`src/rtl/msg_tx_pkg.sv`:
```
// Shared types for the message transmit scheduler: FSM state codes, character
// width and a one-hot to index helper.
package msg_tx_pkg;

    localparam int CHAR_W = 8;

    typedef enum logic [3:0] {
        ST_IDLE = 4'd0,
        ST_ARB  = 4'd1,
        ST_LOAD = 4'd2,
        ST_SEND = 4'd3,
        ST_GAP  = 4'd4
    } state_e;

    // Converts a one-hot vector of up to 8 bits into its bit index.
    function automatic logic [2:0] onehot_to_idx(input logic [7:0] onehot);
        logic [2:0] idx;
        idx = 3'd0;
        for (int i = 0; i < 8; i++) begin
            idx = idx | (onehot[i] ? 3'(i) : 3'd0);
        end
        return idx;
    endfunction

endpackage

```
`src/rtl/rr_arbiter.sv`:
```
// Combinational round-robin picker: the first requester after `last`, wrapping
// at NREQ, wins. The pointer register lives in the caller.
module rr_arbiter #(
    parameter int NREQ = 4
) (
    input  logic [NREQ-1:0]         req,
    input  logic [$clog2(NREQ)-1:0] last,
    output logic [NREQ-1:0]         winner
);

    localparam int IDX_W = $clog2(NREQ);

    logic               found_s;
    logic [IDX_W-1:0]   idx_s;

    // Walk the requesters in priority order starting just after the last owner.
    always_comb begin
        winner  = '0;
        found_s = 1'b0;
        idx_s   = '0;
        for (int i = 1; i <= NREQ; i++) begin
            idx_s         = IDX_W'((int'(last) + i) % NREQ);
            winner[idx_s] = req[idx_s] & ~found_s;
            found_s       = found_s | req[idx_s];
        end
    end

endmodule

```
`src/rtl/msg_tx_scheduler.sv`:
```
// Shares one character transmitter between NREQ message sources: round-robin
// grant, byte pass-through under valid/ready, length countdown and a post-message gap.
module msg_tx_scheduler
    import msg_tx_pkg::*;
#(
    parameter int NREQ       = 4,
    parameter int GAP_CYCLES = 2
) (
    input  logic                   clk,
    input  logic                   rst_n,
    input  logic                   ena,
    input  logic [NREQ-1:0]        req,
    input  logic [8*NREQ-1:0]      req_len,
    input  logic [8*NREQ-1:0]      src_data,
    input  logic [NREQ-1:0]        src_valid,
    output logic [NREQ-1:0]        src_ready,
    output logic [NREQ-1:0]        grant,
    output logic [NREQ-1:0]        done,
    output logic [7:0]             tx_data,
    output logic                   tx_valid,
    input  logic                   tx_ready,
    output logic [7:0]             chars_remaining,
    output logic [3:0]             which_state,
    output logic                   busy
);

    localparam int               IDX_W    = $clog2(NREQ);
    localparam logic [IDX_W-1:0] LAST_RST = IDX_W'(NREQ - 1);
    // With no gap configured, message completion returns straight to IDLE.
    localparam state_e           POST_MSG = (GAP_CYCLES == 0) ? ST_IDLE : ST_GAP;

    state_e              state_r;
    state_e              next_state_s;
    logic [NREQ-1:0]     grant_r;
    logic [NREQ-1:0]     done_r;
    logic [NREQ-1:0]     winner_s;
    logic [NREQ-1:0]     done_set_s;
    logic [IDX_W-1:0]    last_r;
    logic [CHAR_W-1:0]   chars_r;
    logic [CHAR_W-1:0]   gap_cnt_r;
    logic [CHAR_W-1:0]   len_sel_s;
    logic                send_s;
    logic                xfer_s;
    logic                last_xfer_s;
    logic                len_zero_s;

    rr_arbiter #(.NREQ(NREQ)) u_rr_arbiter (
        .req    (req),
        .last   (last_r),
        .winner (winner_s)
    );

    // Decode the owner's length, transfer events and end-of-message pulses.
    always_comb begin
        send_s                = (state_r == ST_SEND);
        len_sel_s             = req_len[int'(last_r)*CHAR_W +: CHAR_W];
        xfer_s                = ena & send_s & src_valid[last_r] & tx_ready;
        last_xfer_s           = xfer_s & (chars_r == 8'd1);
        len_zero_s            = (state_r == ST_LOAD) & (len_sel_s == 8'd0);
        done_set_s            = '0;
        done_set_s[last_r]    = ena & (last_xfer_s | len_zero_s);
    end

    // FSM state register; ena low freezes the machine.
    always_ff @(posedge clk or negedge rst_n) begin
        if (!rst_n) begin
            state_r <= ST_IDLE;
        end else if (ena) begin
            state_r <= next_state_s;
        end
    end

    // FSM next-state logic.
    always_comb begin
        next_state_s = state_r;
        case (state_r)
            ST_IDLE: next_state_s = (|req) ? ST_ARB : ST_IDLE;
            ST_ARB:  next_state_s = (|winner_s) ? ST_LOAD : ST_IDLE;
            ST_LOAD: next_state_s = (len_sel_s == 8'd0) ? POST_MSG : ST_SEND;
            ST_SEND: next_state_s = last_xfer_s ? POST_MSG : ST_SEND;
            ST_GAP:  next_state_s = (gap_cnt_r == 8'd0) ? ST_IDLE : ST_GAP;
            default: next_state_s = ST_IDLE;
        endcase
    end

    // Grant, round-robin pointer, byte countdown and gap counter.
    always_ff @(posedge clk or negedge rst_n) begin
        if (!rst_n) begin
            grant_r   <= '0;
            last_r    <= LAST_RST;
            chars_r   <= 8'd0;
            gap_cnt_r <= 8'd0;
        end else if (ena) begin
            case (state_r)
                ST_ARB: begin
                    if (|winner_s) begin
                        grant_r <= winner_s;
                        last_r  <= IDX_W'(onehot_to_idx(8'(winner_s)));
                    end
                end
                ST_LOAD: begin
                    chars_r <= len_sel_s;
                    if (len_sel_s == 8'd0) begin
                        grant_r <= '0;
                    end
                end
                ST_SEND: begin
                    if (xfer_s && (chars_r != 8'd0)) begin
                        chars_r <= chars_r - 8'd1;
                    end
                    if (last_xfer_s) begin
                        grant_r <= '0;
                    end
                end
                ST_GAP: begin
                    if (gap_cnt_r != 8'd0) begin
                        gap_cnt_r <= gap_cnt_r - 8'd1;
                    end
                end
                default: begin
                end
            endcase
            if ((next_state_s == ST_GAP) && (state_r != ST_GAP)) begin
                gap_cnt_r <= 8'(GAP_CYCLES - 1);
            end
        end
    end

    // One-cycle done pulse; never stretched by ena.
    always_ff @(posedge clk or negedge rst_n) begin
        if (!rst_n) begin
            done_r <= '0;
        end else begin
            done_r <= done_set_s;
        end
    end

    // FSM outputs: registered status plus the SEND-phase pass-through.
    always_comb begin
        grant              = grant_r;
        done               = done_r;
        chars_remaining    = chars_r;
        which_state        = 4'(state_r);
        busy               = (state_r != ST_IDLE);
        tx_valid           = ena & send_s & src_valid[last_r];
        tx_data            = send_s ? src_data[int'(last_r)*CHAR_W +: CHAR_W] : 8'd0;
        src_ready          = '0;
        src_ready[last_r]  = ena & send_s & tx_ready;
    end

endmodule

```
`config.mk`:
```
export PLATFORM = sky130hd
export DESIGN_NAME = msg_tx_scheduler
export DESIGN_NICKNAME = d
export VERILOG_FILES = /design/src/rtl/msg_tx_pkg.sv /design/src/rtl/rr_arbiter.sv /design/src/rtl/msg_tx_scheduler.sv
export SDC_FILE = /design/constraint.sdc
export NUM_CORES = 1
export LEC_CHECK = 0
export CAP_MARGIN = 10
export CORE_MARGIN = 10
export CORE_UTILIZATION = 44
export CTS_BUF_LIST = sky130_fd_sc_hd__clkbuf_4
export DETAILED_ROUTE_END_ITERATION = 12
export GPL_TIMING_DRIVEN = 0
export HOLD_SLACK_MARGIN = 0.1
export PLACE_DENSITY = 0.83
export SETUP_SLACK_MARGIN = 0.5
export SYNTH_ARGS = -nofsm -noshare
export SYNTH_HDL_FRONTEND = slang
export SYNTH_SLANG_ARGS = --single-unit
```
`constraint.sdc`:
```
create_clock -name clk -period 3.8 [get_ports clk]
set_input_delay 0.57 -clock clk [delete_from_list [all_inputs] [get_ports clk]]
set_output_delay 0.57 -clock clk [all_outputs]
set_load 0.005 [all_outputs]
```
After elaboration in Yosys (flattened, before gate mapping)
Cells that the tools add are included.
Widths: inputs -> output; s select.

word-level totals
  bits in registers = 30
  bits of input ports = 76
  output and inout bits = 34
  logic and storage cells = 121

operators by class
  add/sub/neg operators = 6
  order comparisons = 10
  equality and inequality tests = 11
  shifts and indexed selects = 2
  mux-type cells = 42
  bitwise operators = 21
  reduce and logical (&&, ||, !) cells = 23

operators with widths
  kind                 number
  $shiftx 32x6->8      2
  $mux 8               5
  $logic_not 8->1      2
  $pmux 8 s2           1
  $reduce_bool 8->1    2
  $sub 8x1->8 const B  2
  $lt 2x3->1 const B   5
  $pmux 3 s5           1
  $and 4x4->4          3
  $bwmux 4             3
  $mux 1               12
  $mux 4               3
  $pmux 4 s3           1
  $and 1x1->1          10
  $bmux 1 s2           5
  $demux 1 s2          5
  $ge 2x1->1 const B   5
  $mux 3               3
  $reduce_and 3->1     3
  $eq 4x2->1 const B   2
  $eq 4x3->1 const B   2
  $eq 8x1->1 const B   1
  $reduce_or 4->1      2
  $logic_and 1x1->1    7
  other kinds (16)     28

Longest topological paths before layout
  depth after elaboration = 16
  gate-level depth with buffers = 12
  gate-level depth less buffers = 8

Modules after synthesis
From an unflattened synthesis, not the netlist that was laid out.

unflattened totals
  cells, all modules = 255
  area total of the unflattened synthesis = 2566.2 µm²

modules (own cells, without submodules)
  module            instances  cells an instance  area an instance (µm²)  sequential area each (µm²)
  msg_tx_scheduler  1          221                2172.1                  728.2
  rr_arbiter        1          34                 394.1                   0.0

Worst setup path after synthesis
OpenSTA, ideal clock, no wires.

  path type = reg2reg
  start = reg last_r[1]
  end = reg grant_r[2] (netlist: grant[2])
  setup time = 0.136 ns
  arrival time = 3.276 ns
  required time = 3.664 ns
  setup slack = 0.388 ns
  cell stages (with the launch flop) = 12
  buffers on the path = 3
  period minus slack after synthesis = 3.412 ns
  cell sequence = dfstp_2 -> buf_2 -> buf_2 -> buf_1 -> inv_1 -> ha_1 -> mux4_2 -> nor3b_1 -> nor3_1 -> a221o_1 -> a41oi_2 -> o22ai_1

between the ends
  cells in the longest elaborated chain, start to end = 12
  elaborated cells between the ends (all ways) = 58
  those cells by class = 4 x add/sub; 8 x order compare; 3 x eq/ne; 1 x shift; 23 x mux; 12 x bitwise; 7 x reduce/logical

ends and longest elaborated chain
  element                                                                line                    text
  start: declaration                                                     msg_tx_scheduler.sv:38  logic [IDX_W-1:0] last_r;
  start signal: assignment                                               msg_tx_scheduler.sv:98  last_r <= IDX_W'(onehot_to_idx(8'(winner_s)));
  $add 2x1->2                                                            rr_arbiter.sv:22        idx_s = IDX_W'((int'(last) + i) % NREQ);
  $lt 2x3->1 (not written as such) / $ge 2x1->1 (equally long branches)  rr_arbiter.sv:23        winner[idx_s] = req[idx_s] & ~found_s;
  $logic_and 1x1->1 (not written as such)                                rr_arbiter.sv:23
  $mux 1 (not written as such)                                           rr_arbiter.sv:23
  $demux 1 s2                                                            n/a
  $and 4x4->4 (no line)                                                  n/a
  $bwmux 4 (3 in a row)                                                  rr_arbiter.sv:23
  $reduce_or 4->1                                                        msg_tx_scheduler.sv:96  if (|winner_s) begin
  $ne 2x2->1 (no line)                                                   n/a
  $reduce_and 5->1 (no line)                                             n/a
  end signal: assignment                                                 msg_tx_scheduler.sv:97  grant_r <= winner_s;
  end: declaration                                                       msg_tx_scheduler.sv:34  logic [NREQ-1:0] grant_r;

Several ways; a longest one is shown, not always the timed one. The select of a mux whose other input is x is not followed.
A chain may end at the register's enable or synchronous reset.

Final worst setup path
  start = reg last_r[0]
  end = out tx_data[7]

between the ends
  cells in the longest elaborated chain, start to end = 2

ends and longest elaborated chain
  element           line                     text
  $shiftx 32x6->8   msg_tx_scheduler.sv:146  tx_data = send_s ? src_data[int'(last_r)*CHAR_W +: CHAR_W] : 8'd0;
  $mux 8            msg_tx_scheduler.sv:146
  end: declaration  msg_tx_scheduler.sv:19   output logic [7:0] tx_data,

No other way between the ends.

==> impl_metrics.yaml <==
logic_synthesis:
  register_bit_count_reported_by_yosys: 29
  synth_seq_area_share: 0.2809
  synth.top_cells.by_count: "27 x dfrtp_1, 20 x mux4_2, 19 x nor2_1"
  synth_top_flop_cell: "dfrtp_1"
  synthDistinctLibCells: 59
  yosys.area.top_type_share: 0.2606
  post_synth.cell_area_avg_sq_um: 9.710
  synthDominantAreaCellType: "dfrtp_1"
  most_frequent_cell_after_synthesis: "dfrtp_1"
  synth_async_sr_flop_share: 1.000
  syn_nets: 356
  synthesis.instances: 267
  synth.area.top_cells: "dfrtp_1 26%, mux4_2 17%, ha_1 6.3%, and3_1 3.6%, o21ai_0 3.5%"
  netlist_area_sq_um: 2592
  synthesis.yosys.warnings: 0
  synth_enable_flop_cells: 0
floorplanning:
  initial_core_util: 0.4623
  die_h_microns: 96.76
  die_area_sq_um: 9363
  design.core.area_sq_um: 5608
  io_pins: 110
  floorplan.die.width_microns: 96.76
  site_rows: 27
job:
  cap_viol_max_count: 0
finish:
  finalNetCount: 478
  post_route_cells_drive_above_1_share: 0.1590
  n_antenna_cell: 0
  area_delta_synth_final_pct: 53.72
timing:
  finalWorstPathRequiredPeriod_ps: 3171
  relSlewSlack: 0.6265
  grt_setup_unrepaired: "false"
  hold_viol_final: 0
  timing_max_transition_violations_final: 0
  final-setup-viol-count: 0
  achievable-frequency_ghz: 0.3153
  finClkSkew_ps: 17.93
  tightestPinTransition_ps: 558.6
  post-route-worst-setup-slack_ps: 628.7
  worst_hold_slack_ps: 510.4
  min_period_over_period: 0.8346
cts:
  clock_latency_reported_for_the_late_side_of_the_worst_skew_pair_ps: 340
  cts-htree-levels: 2
  cts_root_buffer: "clkbuf_4"
  clock_path_buffers: 2
  cts_tree: "built"
  postCtsHoldBufs: 0
  cts_inserted_buffers: 5
  cts.sink_count: 29
  cts.clk_slew.worst_paths_ps: 120
grt:
  global_route.usage.total: 0.1850
  grt_max_degree: 21
  first_pass_grt_wire_length_microns: 14620
  antenna_found_initial: 0
  grt_overflow: 0
  first_global_vias: 2835
route:
  vias_per_cell: 5.892
  drt.antenna.violating_nets: 0
  wl_per_cell_microns: 19.50
  vias: 2722
  detail_route.wirelength_microns: 9010
  post-route-drc-count: 0
  detail_route.first_pass.iterations: 4
  dr.first_iter.drc_count: 187
outcome:
  outcome: "completed"
power_and_ir_drop:
  total_power_mw: 2.831
  power_leakage_nw: 1.616
  max-vdd-ir-drop_uv: 363.0
  power_per_cell_area_nw_per_um2: 710.3
placement:
  hpwlAfterDp_microns: 7253
  port_buffers: 107
  post-place-ws_ps: -47.68
  gpl.final_weighted_congestion: 0.8252
setup_path:
  worst-endpoint-required_ps: 3230
  critPathKind: "reg2out"
  critical_path_peak_fanout: 10
  setup.worst_path.end_class: "primary output"
  cp-start-kind: "register"
  timing.reg2reg.setup_slack_ps: 650
  crit_arrival_ps: 2600
min_path:
  hold_path_class: "reg2reg"
## cells by family after synthesis
family	synth area share
and+or+nand+nor	0.2061
AOI/OAI and AO/OA	0.1868
muxes	0.2095
DFF	0.2809
buffers and inverters	0.04585
adders and majority gates	0.06274
xor gates and xnor gates	0.006758
other	0.001446
## critical path, cell delays in order, from the launching register on
cell and delay, ps:
dfstp_2 580, buf_6 180, buf_8 170, buf_8 170, mux4_2 510, and3_1 200, clkdlybuf4s50_1 450
## sequential cells by signal, summed over array words and instances (netlist names)
signal	cells
grant	4
which_state	3
done	4
last_r	2
gap_cnt_r	8
chars_remaining	8
## layer usage
layer	part of all wire	GRT usage	wire (microns)	vias up
li1	-	-	-	1278
met5	0	0	0	-
met1	0.37	0.2011	3329	1314
met3	0.066	0.04258	599	16
met2	0.55	0.3379	4911	114
met4	0.019	0.06877	169	0
## layout by cell type (no fill, tap or decap), types with 4 or more instances in the layout
cell type and instances:
and2_1 5, o21ai_1 4, ha_1 11, o21ai_0 18, nand2_1 15, clkbuf_4 5
buf_6 4, clkbuf_1 6, inv_1 10, dfrtp_1 27, nor2_1 19, a21oi_1 16
and3_1 15, mux2i_1 7, nor3_1 12, clkdlybuf4s50_1 106, o22ai_1 4, mux4_2 20
or3_1 5, buf_4 8
## timing repair
item,in CTS,in global routing
resized for setup,11,10
setup buffers,3,4
endpoints found under the setup margin,18,18
pin swaps,2,1
## per-stage QoR
stage / instance area (sq um) / util / instances / setup TNS, ps
finish: 3985 / 0.7106 / 462 / 0
global route: 3985 / 0.7106 / 462 / 0
CTS: 3919 / 0.6988 / 458 / 0
detailed placement: 3770 / 0.6722 / 447 / -159.4
global placement: 3755 / 0.6696 / 446 / 0
floorplan: 2594 / - / 267 / 0
## area by class of cell
cell class                 instances  area (sq um)
multi-input combinational        212          1783
fill                             438          1623
timing repair buffer             115          1141
sequential                        29         728.2
buffer                            15         113.9
tap                               72         90.09
clock inverter                     3         46.29
inverter                          11         45.04
clock buffer                       5         37.54
## where the power goes
part	total (mW)	internal, mW	switching [mW]
sequential	0.562	0.427	0.135
combinational	2.00	1.03	0.971
clock	0.267	0.139	0.128
## path summary, 6_finish.rpt
| check | start | end | cells past startpoint |
|---|---|---|---|
| max | last_r[0]$_DFFE_PN1P_ | tx_data[7] | 6 |
| min | gap_cnt_r[1]$_DFFE_PN0P_ | gap_cnt_r[1]$_DFFE_PN0P_ | 2 |
| max reg2reg | last_r[1]$_DFFE_PN1P_ | grant[2]$_DFFE_PN0P_ | 11 |
| min reg2reg | gap_cnt_r[1]$_DFFE_PN0P_ | gap_cnt_r[1]$_DFFE_PN0P_ | 2 |
| max in group asynchronous | rst_n | last_r[1]$_DFFE_PN1P_ | 2 |
| min in group asynchronous | rst_n | chars_remaining[2]$_DFFE_PN0P_ | 1 |
Power figures use the tool's default switching activity.
